<file path="src/rtl/mem_arb_pkg.sv">
// Shared types and constants for the two-port memory arbiter.
package mem_arb_pkg;

  localparam int unsigned ADDR_W  = 28;
  localparam int unsigned DATA_W  = 64;
  localparam int unsigned WIDTH_W = 2;

  typedef enum logic [WIDTH_W-1:0] {
    RAM_WIDTH8  = 2'd0,
    RAM_WIDTH16 = 2'd1,
    RAM_WIDTH32 = 2'd2,
    RAM_WIDTH64 = 2'd3
  } ram_width_e;

  typedef enum logic [1:0] {
    StIdle      = 2'd0,
    StWaitReady = 2'd1,
    StWaitCpl   = 2'd2
  } arb_state_e;

endpackage

</file>
<file path="src/rtl/rr_arb2.sv">
// Two-way round-robin pick: on contention the requester not granted last wins.
module rr_arb2 (
  input  logic [1:0] req,
  input  logic       last,
  output logic       valid,
  output logic       gnt
);

  always_comb begin
    valid = |req;
    gnt   = (req == 2'b11) ? ~last : req[1];
  end

endmodule

</file>
<file path="src/rtl/mem_port_arbiter.sv">
// Arbitrates two requesters onto one memory port, one transaction outstanding at a time.
// Optional completion timeout enabled by defining MEM_ARB_TIMEOUT_EN.
module mem_port_arbiter
  import mem_arb_pkg::*;
#(
  parameter int unsigned TIMEOUT_CYCLES = 1024
) (
  input  logic               clk_cpu,
  input  logic               rst_n,
  input  logic               c0_req,
  input  logic               c0_we,
  input  logic [ADDR_W-1:0]  c0_addr,
  input  logic [WIDTH_W-1:0] c0_width,
  input  logic [DATA_W-1:0]  c0_wdata,
  output logic               c0_done,
  output logic               c0_err,
  output logic [DATA_W-1:0]  c0_rdata,
  input  logic               c1_req,
  input  logic               c1_we,
  input  logic [ADDR_W-1:0]  c1_addr,
  input  logic [WIDTH_W-1:0] c1_width,
  input  logic [DATA_W-1:0]  c1_wdata,
  output logic               c1_done,
  output logic               c1_err,
  output logic [DATA_W-1:0]  c1_rdata,
  output logic [ADDR_W-1:0]  mem_addr,
  output logic [WIDTH_W-1:0] mem_width,
  output logic [DATA_W-1:0]  mem_wdata,
  output logic               mem_rstrobe,
  output logic               mem_wstrobe,
  input  logic [DATA_W-1:0]  mem_rdata,
  input  logic               mem_ready,
  input  logic               mem_complete,
  output logic               busy
);

  arb_state_e state_q;
  logic       sel_q;
  logic       last_q;
  logic       we_q;
  logic [1:0] req_vec;
  logic       arb_valid;
  logic       arb_gnt;
  logic       cpl_hit;
  logic       tmo_hit;
  logic       fin;

  // A requester whose done is high this cycle is not re-armed until the next idle cycle.
  assign req_vec = {c1_req & ~c1_done, c0_req & ~c0_done};

  rr_arb2 u_rr_arb2 (
    .req   (req_vec),
    .last  (last_q),
    .valid (arb_valid),
    .gnt   (arb_gnt)
  );

`ifdef MEM_ARB_TIMEOUT_EN
  localparam int unsigned CntW = $clog2(TIMEOUT_CYCLES + 1);
  logic [CntW-1:0] cnt_q;

  always_ff @(posedge clk_cpu or negedge rst_n) begin
    if (!rst_n) begin
      cnt_q <= '0;
    end else if (state_q != StWaitCpl) begin
      cnt_q <= '0;
    end else if (!fin) begin
      cnt_q <= cnt_q + CntW'(1);
    end
  end

  assign tmo_hit = (state_q == StWaitCpl) && !mem_complete &&
                   (cnt_q == CntW'(TIMEOUT_CYCLES - 1));
`else
  assign tmo_hit = 1'b0;
  assign c0_err  = 1'b0;
  assign c1_err  = 1'b0;
`endif

  assign cpl_hit = (state_q == StWaitCpl) && mem_complete;
  assign fin     = cpl_hit | tmo_hit;
  assign busy    = (state_q != StIdle);

  always_ff @(posedge clk_cpu or negedge rst_n) begin
    if (!rst_n) begin
      state_q     <= StIdle;
      sel_q       <= 1'b0;
      last_q      <= 1'b1;
      we_q        <= 1'b0;
      mem_addr    <= '0;
      mem_width   <= RAM_WIDTH8;
      mem_wdata   <= '0;
      mem_rstrobe <= 1'b0;
      mem_wstrobe <= 1'b0;
      c0_done     <= 1'b0;
      c1_done     <= 1'b0;
      c0_rdata    <= '0;
      c1_rdata    <= '0;
`ifdef MEM_ARB_TIMEOUT_EN
      c0_err      <= 1'b0;
      c1_err      <= 1'b0;
`endif
    end else begin
      mem_rstrobe <= 1'b0;
      mem_wstrobe <= 1'b0;
      c0_done     <= 1'b0;
      c1_done     <= 1'b0;
`ifdef MEM_ARB_TIMEOUT_EN
      c0_err      <= 1'b0;
      c1_err      <= 1'b0;
`endif
      unique case (state_q)
        StIdle: begin
          if (arb_valid) begin
            sel_q     <= arb_gnt;
            we_q      <= arb_gnt ? c1_we    : c0_we;
            mem_addr  <= arb_gnt ? c1_addr  : c0_addr;
            mem_width <= arb_gnt ? c1_width : c0_width;
            mem_wdata <= arb_gnt ? c1_wdata : c0_wdata;
            state_q   <= StWaitReady;
          end
        end
        StWaitReady: begin
          if (mem_ready) begin
            mem_wstrobe <= we_q;
            mem_rstrobe <= ~we_q;
            state_q     <= StWaitCpl;
          end
        end
        StWaitCpl: begin
          if (fin) begin
            last_q  <= sel_q;
            state_q <= StIdle;
            if (sel_q) c1_done <= 1'b1;
            else       c0_done <= 1'b1;
`ifdef MEM_ARB_TIMEOUT_EN
            if (sel_q) c1_err <= tmo_hit;
            else       c0_err <= tmo_hit;
`endif
            if (cpl_hit && !we_q) begin
              if (sel_q) c1_rdata <= mem_rdata;
              else       c0_rdata <= mem_rdata;
            end
          end
        end
        default: state_q <= StIdle;
      endcase
    end
  end

endmodule

</file>
<file path="config.mk">
export PLATFORM = sky130hd
export DESIGN_NAME = mem_port_arbiter
export DESIGN_NICKNAME = d
export VERILOG_FILES = /design/src/rtl/mem_arb_pkg.sv /design/src/rtl/rr_arb2.sv /design/src/rtl/mem_port_arbiter.sv
export SDC_FILE = /design/constraint.sdc
export NUM_CORES = 1
export LEC_CHECK = 0
export CORE_AREA = 2 2 191 193
export DETAILED_ROUTE_END_ITERATION = 8
export DIE_AREA = 0 0 193 195
export DONT_BUFFER_PORTS = 1
export MAX_ROUTING_LAYER = met4
export PLACE_DENSITY = 0.51
export SLEW_MARGIN = 10
export SYNTH_ARGS = -nofsm -noshare
export SYNTH_HDL_FRONTEND = slang
export SYNTH_HIERARCHICAL = 1
export SYNTH_SLANG_ARGS = --single-unit
</file>
<file path="constraint.sdc">
create_clock -name clk_cpu -period 2.6 [get_ports clk_cpu]
set_input_delay 0.52 -clock clk_cpu [delete_from_list [all_inputs] [get_ports clk_cpu]]
set_output_delay 0.52 -clock clk_cpu [all_outputs]
set_load 0.01 [all_outputs]
</file>
==> flow_metrics.tcl, run 1 <==
set metrics [dict create \
    drive_above_1_share_pct 26.1 \
    powerDensity_nw_per_um2 1240 \
    fin_area_sq_um 11100 \
    antenna_found_initial 1 \
    worst-path-buf-inv 2 \
    first_pass_iters 4 \
    cts_tree "done" \
    rsz0062_at_grt "false" \
    crit_path_top_delay_cell "dfrtp_1" \
    cts_max_level 1 \
    clk_latency_ns 0.53 \
    failed_checks "negative hold slack" \
    regArea_sq_um 5780 \
    syn_avg_cell_area_sq_um 13.6 \
    outcome "complete, but fails checks" \
    clkSlewWorstSetupHoldPaths_ns 0.06 \
    fin_crit_ns 2.09 \
    drt_iter0_drc 186 \
    relSlewSlack_pct 59.7 \
    ant_nets 0 \
    max_cap_viol_count 0 \
    cp_max_fo 73 \
    root_buffer "clkbuf_16" \
    io-pin-count 489 \
    most-common-layout-cells "dfrtp_1 (230), nor2_1 (98), mux2i_1 (95), a21oi_1 (95), mux2_2 (63)" \
    finalNetCount 972 \
    worstPathArrival_ns 2.54 \
    cts_setup_buffers 0 \
    postPlaceCellArea_sq_um 10200 \
    crit_type "flip-flop to flip-flop" \
    yosysTopAreaCell "dfrtp_1" \
    slew_viol_final 0 \
    hold_viol 231 \
    p_leak_nw 5.14 \
    die_y_um 195 \
    max_freq_ghz 0.479 \
    cts.sinks 231 \
    r2r_start "c0_done$_DFF_PN0_" \
    hold_class "input port to async pin" \
    synth_area_leaders "dfrtp_1 (59%), mux2i_1 (9.8%), mux2_4 (9.3%)" \
    wl_per_cell_um 20.3 \
    nFillCells 3588 \
    area_delta_synth_final_pct 14.0 \
    place_inst 1144 \
    drcViolationCount 0 \
    numCtsBuffers 27 \
    die_width_um 193 \
    yosysTopAreaCellShare_pct 59.3 \
    fin_hold_ws_ns -0.309 \
    portBuffers 0 \
    cp-start-kind "flip-flop" \
    core_area_sq_um 35400 \
    worst_path_largest_cell_delay_ns 0.42 \
    routed_wl_um 24200 \
    period_share_pct 80.4 \
    tightest_slew_ns 0.605 \
    fin_setup_tns_ns 0 \
    grt_pass1_vias 5582 \
    ys_seq_area_share_pct 59.6 \
    dieArea_sq_um 37600 \
    dpl.hpwl_um 17700 \
    yosysWarnings 6 \
    syn_area_sq_um 9700 \
    vias_per_cell 4.62 \
    ys_types 29 \
    cts_resized 0 \
    multi_input_area_sq_um 3620 \
    place.gp.congestion 0.802 \
    via_count 5514 \
    setup_viol 0 \
    cp_data_required_time_ns 3.05 \
    fp-row-count 69 \
    grt_overflow_total 0 \
    layout_commonest_cell "dfrtp_1" \
    postSynthCellCount 714 \
    grt_max_degree 232 \
    start_util_pct 27.4 \
    instances_no_fill 1194 \
    crit_start "c0_done$_DFF_PN0_" \
    cts_buffer_depth 3 \
    peakVddDrop_uv 648 \
    endpoint_kind "flip-flop" \
    fin_worst_skew_ns 0.00846 \
    total_power_mw 13.7 \
    track_usage_pct 12.3 \
    worstPathCellList "nor2b_1, or2_1, nor3b_2, buf_12, buf_4, nor2_1, a21oi_1" \
    ys_ff_latch 231 \
    crit_family "simple AND/OR/NAND/NOR gates" \
    grt_pass1_wl_um 34500 \
]
-- power by group --
group	leakage, nW	total [mW]	switching [mW]	internal [mW]
registers	2.81	7.05	1.96	5.09
logic	1.87	2.91	1.35	1.56
clock network	0.451	3.71	1.43	2.28
-- through the flow --
stage               setup slack [ns]  util, %  hold slack, ns
CTS                            0.488     31.2          -0.350
global route                   0.353     31.3          -0.361
finish                         0.510     31.3          -0.309
floorplan                      0.703        -           0.224
detailed placement             0.414     28.7           0.230
global placement               0.509     28.7           0.229
-- synthesized netlist by cell type --
cell type / instances
nand2_1: 2
dfrtp_1: 230
or2b_1: 1
mux2_1: 5
buf_4: 2
conb_1: 1
inv_1: 1
nor2b_1: 2
mux2i_1: 95
o22ai_1: 1
nor3_4: 1
dfstp_2: 1
nand3b_4: 1
buf_12: 6
mux2_2: 63
or2_2: 1
or3_1: 1
clkbuf_1: 18
buf_2: 20
o21ai_0: 2
mux2_4: 60
or2_1: 1
nor3b_1: 2
a21oi_1: 95
a21boi_1: 1
a21o_2: 1
nor2_1: 98
nor3_1: 1
buf_6: 1
-- per-layer routing --
metal / vias up / global-route usage [%] / wire length [um]
met3: 37 / 4.46 / 2760
met2: 331 / 21.0 / 12000
li1: 2483 / - / -
met4: 0 / 3.06 / 537
met1: 2663 / 13.5 / 8940
met5: - / - / 0
-- final timing paths --
check | slack (ns) | cells past startpoint | end
setup / recovery | 0.51 | 7 | mem_wdata[39]$_DFFE_PN0P_
hold / removal | -0.31 | 0 | c0_rdata[61]$_DFFE_PN0P_
setup reg to reg | 0.51 | 7 | mem_wdata[39]$_DFFE_PN0P_
hold reg to reg | 0.51 | 1 | c0_done$_DFF_PN0_
max in group asynchronous | 2.63 | 0 | mem_wdata[45]$_DFFE_PN0P_
min in group clk_cpu | 0.08 | 1 | state_q[1]$_DFFE_PN0P_
-- final cells by class --
type	instances	area share, %
Timing Repair Buffer	15	1.58
Tap cell	461	5.21
Sequential cell	231	52.3
Clock buffer	41	7.49
Clock inverter	8	0.622
Inverter	1	0.0339
Antenna cell	1	0.0226
Multi-Input combinational cell	436	32.8
-- registers in the layout, indices dropped and copies added, names as in the netlist --
register / flops
c0_done: 1
c0_rdata: 64
c1_done: 1
c1_rdata: 64
last_q: 1
mem_addr: 28
mem_rstrobe: 1
mem_wdata: 64
mem_width: 2
mem_wstrobe: 1
sel_q: 1
state_q: 2
we_q: 1
-- cells by family (layout without fill, tap and decap cells) --
family	Yosys count	count (layout)	synth area share, %
other	1	3	0.0387
and+or+nand+nor	111	111	4.85
AOI/OAI and AO/OA	100	100	5.24
muxes	223	223	27.0
DFF	231	231	59.6
buffers and inverters	48	65	3.28
Power figures use the tool's default switching activity.
==> run 2, diff against run 1 <==
==> constraint.sdc (replaced) <==
create_clock -name clk_cpu -period 2.07 [get_ports clk_cpu]
set_input_delay 0.414 -clock clk_cpu [delete_from_list [all_inputs] [get_ports clk_cpu]]
set_output_delay 0.414 -clock clk_cpu [all_outputs]
set_load 0.01 [all_outputs]
==> run 2 against run 1 <==
  * The flow still finishes with violations (negative hold slack)
  * Combinational power is 36% higher
  * Total power is 30% higher
  * Final area is 5.8% higher
  * Clock skew is 0.0041 ns higher
  * Sequential cell count stayed put
  * Sequential power is 25% higher
  * Global-route usage is 0.64 points higher
  * Sequential share of layout area is 2.9 points lower
  * First-iteration DRC count is 2.2% higher
  * Clock power is 34% higher
  * Largest power group unchanged
==> flow_metrics.tcl, run 2 (same netlist as run 1, synthesis figures left out) <==
set metrics [dict create \
    first_pass_iters 4 \
    p_leak_nw 5.43 \
    cts.sinks 231 \
    track_usage_pct 12.9 \
    grt_overflow_total 0 \
    drive_above_1_share_pct 25.8 \
    fin_hold_ws_ns -0.422 \
    utilization_pct 33.1 \
    cts_max_level 1 \
    clkSlewWorstSetupHoldPaths_ns 0.06 \
    fin_worst_skew_ns 0.0126 \
    numCtsBuffers 26 \
    area_delta_synth_final_pct 20.7 \
    clk_latency_ns 0.53 \
    crit_type "flip-flop to flip-flop" \
    total_power_mw 17.7 \
    cts_tree "done" \
    setup_viol 0 \
    cp_data_required_time_ns 2.52 \
    reg_top3 "c0_rdata x64, c1_rdata x64, mem_wdata x64" \
    fp-row-count 69 \
    fin_crit_ns 1.90 \
    worstPathArrival_ns 2.35 \
    hold_class "input port to async pin" \
    root_buffer "clkbuf_16" \
    seqPwrFrac_pct 49.7 \
    portBuffers 0 \
    endpoint_kind "flip-flop" \
    drt_iter0_drc 190 \
    die_width_um 193 \
    period_share_pct 91.8 \
    switching_share_pct 34.0 \
    via_count 5784 \
    grt_pass1_wl_um 36700 \
    instances_no_fill 1253 \
    ant_nets 0 \
    p_clk_share_pct 28.0 \
    peakVddDrop_uv 774 \
    routed_wl_um 25800 \
    rsz0062_at_grt "false" \
    die_y_um 195 \
    hold_viol 231 \
    dieArea_sq_um 37600 \
    most-common-layout-cells "dfrtp_1 (230), nor2_1 (98), mux2i_1 (95), a21oi_1 (95), mux2_2 (63)" \
    antenna_found_initial 1 \
    failed_checks "negative hold slack" \
    switching_power_mw 6.03 \
    fin_setup_tns_ns 0 \
    place.gp.congestion 0.803 \
    place_inst 1157 \
    powerDensity_nw_per_um2 1520 \
    cp-start-kind "flip-flop" \
    start_util_pct 27.4 \
    max_cap_viol_count 0 \
    intPower_mw 11.7 \
    outcome "complete, but fails checks" \
    dpl.hpwl_um 18000 \
    layout_commonest_cell "dfrtp_1" \
    regArea_sq_um 5780 \
    nFillCells 3521 \
    tightest_slew_ns 0.996 \
    slew_viol_final 0 \
    drcViolationCount 0 \
    cp_max_fo 47 \
    multi_input_area_sq_um 3630 \
    vias_per_cell 4.62 \
    cts_buffer_depth 3 \
    combPwrFrac_pct 22.3 \
    io-pin-count 489 \
    max_freq_ghz 0.526 \
    relSlewSlack_pct 33.6 \
    grt_max_degree 232 \
    finalNetCount 1031 \
    grt_pass1_vias 6038 \
    core_area_sq_um 35400 \
    wl_per_cell_um 20.6 \
]
## run 2: cell count changes in the layout (fill, tap and decap cells not counted), sizes merged
cell | previous run | this run
bufinv | 1 | 4
buf | 15 | 30
clkbuf | 41 | 43
dlygate4sd3 | 0 | 44
clkinv | 6 | 2
inv | 2 | 1
## run 2: cell type report
type	count	share of cell area, %
clock inverters	6	1.21
clock buffers	42	6.92
repair buffers	75	6.50
well taps	461	4.93
multi-input cells	436	31.0
inverters	1	0.0321
diodes	1	0.0214
flip-flops and latches	231	49.4
## run 2: final timing paths
check | endpoint | cells after the start | slack, ns | start
setup / recovery | mem_wdata[46]$_DFFE_PN0P_ | 7 | 0.17 | c0_done$_DFF_PN0_
hold / removal | c1_rdata[9]$_DFFE_PN0P_ | 0 | -0.42 | rst_n
setup reg to reg | mem_wdata[46]$_DFFE_PN0P_ | 7 | 0.17 | c0_done$_DFF_PN0_
hold reg to reg | c0_done$_DFF_PN0_ | 1 | 0.50 | sel_q$_DFFE_PN0P_
max in group asynchronous | c0_rdata[60]$_DFFE_PN0P_ | 0 | 1.66 | rst_n
min in group clk_cpu | c0_rdata[15]$_DFFE_PN0P_ | 1 | 0.03 | mem_rdata[15]
## run 2: through the flow
stage	worst slack, ns	cell area (sq um)
3_3_place_gp	0.138	10300
3_5_place_dp	0.0489	10300
4_1_cts	0.0373	11600
6_report	0.169	11700
5_1_grt	0.0135	11700
2_1_floorplan	0.279	9700
## run 2: repair_timing
action	in CTS	in global routing
resized for setup	0	2
hold buffers	41	3
hold endpoints to repair	286	234
endpoints found under the setup margin	0	21
setup buffers	0	1
## run 2: routing by layer
metal / global-route usage, % / vias to the layer above / wire length, um
met3: 3.92 / 38 / 2800
met1: 14.3 / 2808 / 9580
met5: - / - / 0
li1: - / 2608 / -
met4: 4.15 / 0 / 631
met2: 22.2 / 330 / 12800
## run 2: power by group through the flow
stage / sequential [mW] / clock, mW / combinational [mW]
2_1_floorplan: 8.26 / 0 / 3.12
3_3_place_gp: 8.96 / 0 / 3.72
3_5_place_dp: 8.93 / 0 / 3.87
4_1_cts: 8.88 / 5.13 / 3.94
5_1_grt: 9.08 / 5.34 / 4.45
6_report: 8.82 / 4.97 / 3.96
## run 2: worst max-delay path: stages (launching register included)
cell and delay [ns]:
dfrtp_1 0.43, nor2b_1 0.27, or2_1 0.18, nor3b_4 0.29, buf_12 0.20, buf_12 0.23, nor2_1 0.06, a21oi_1 0.13
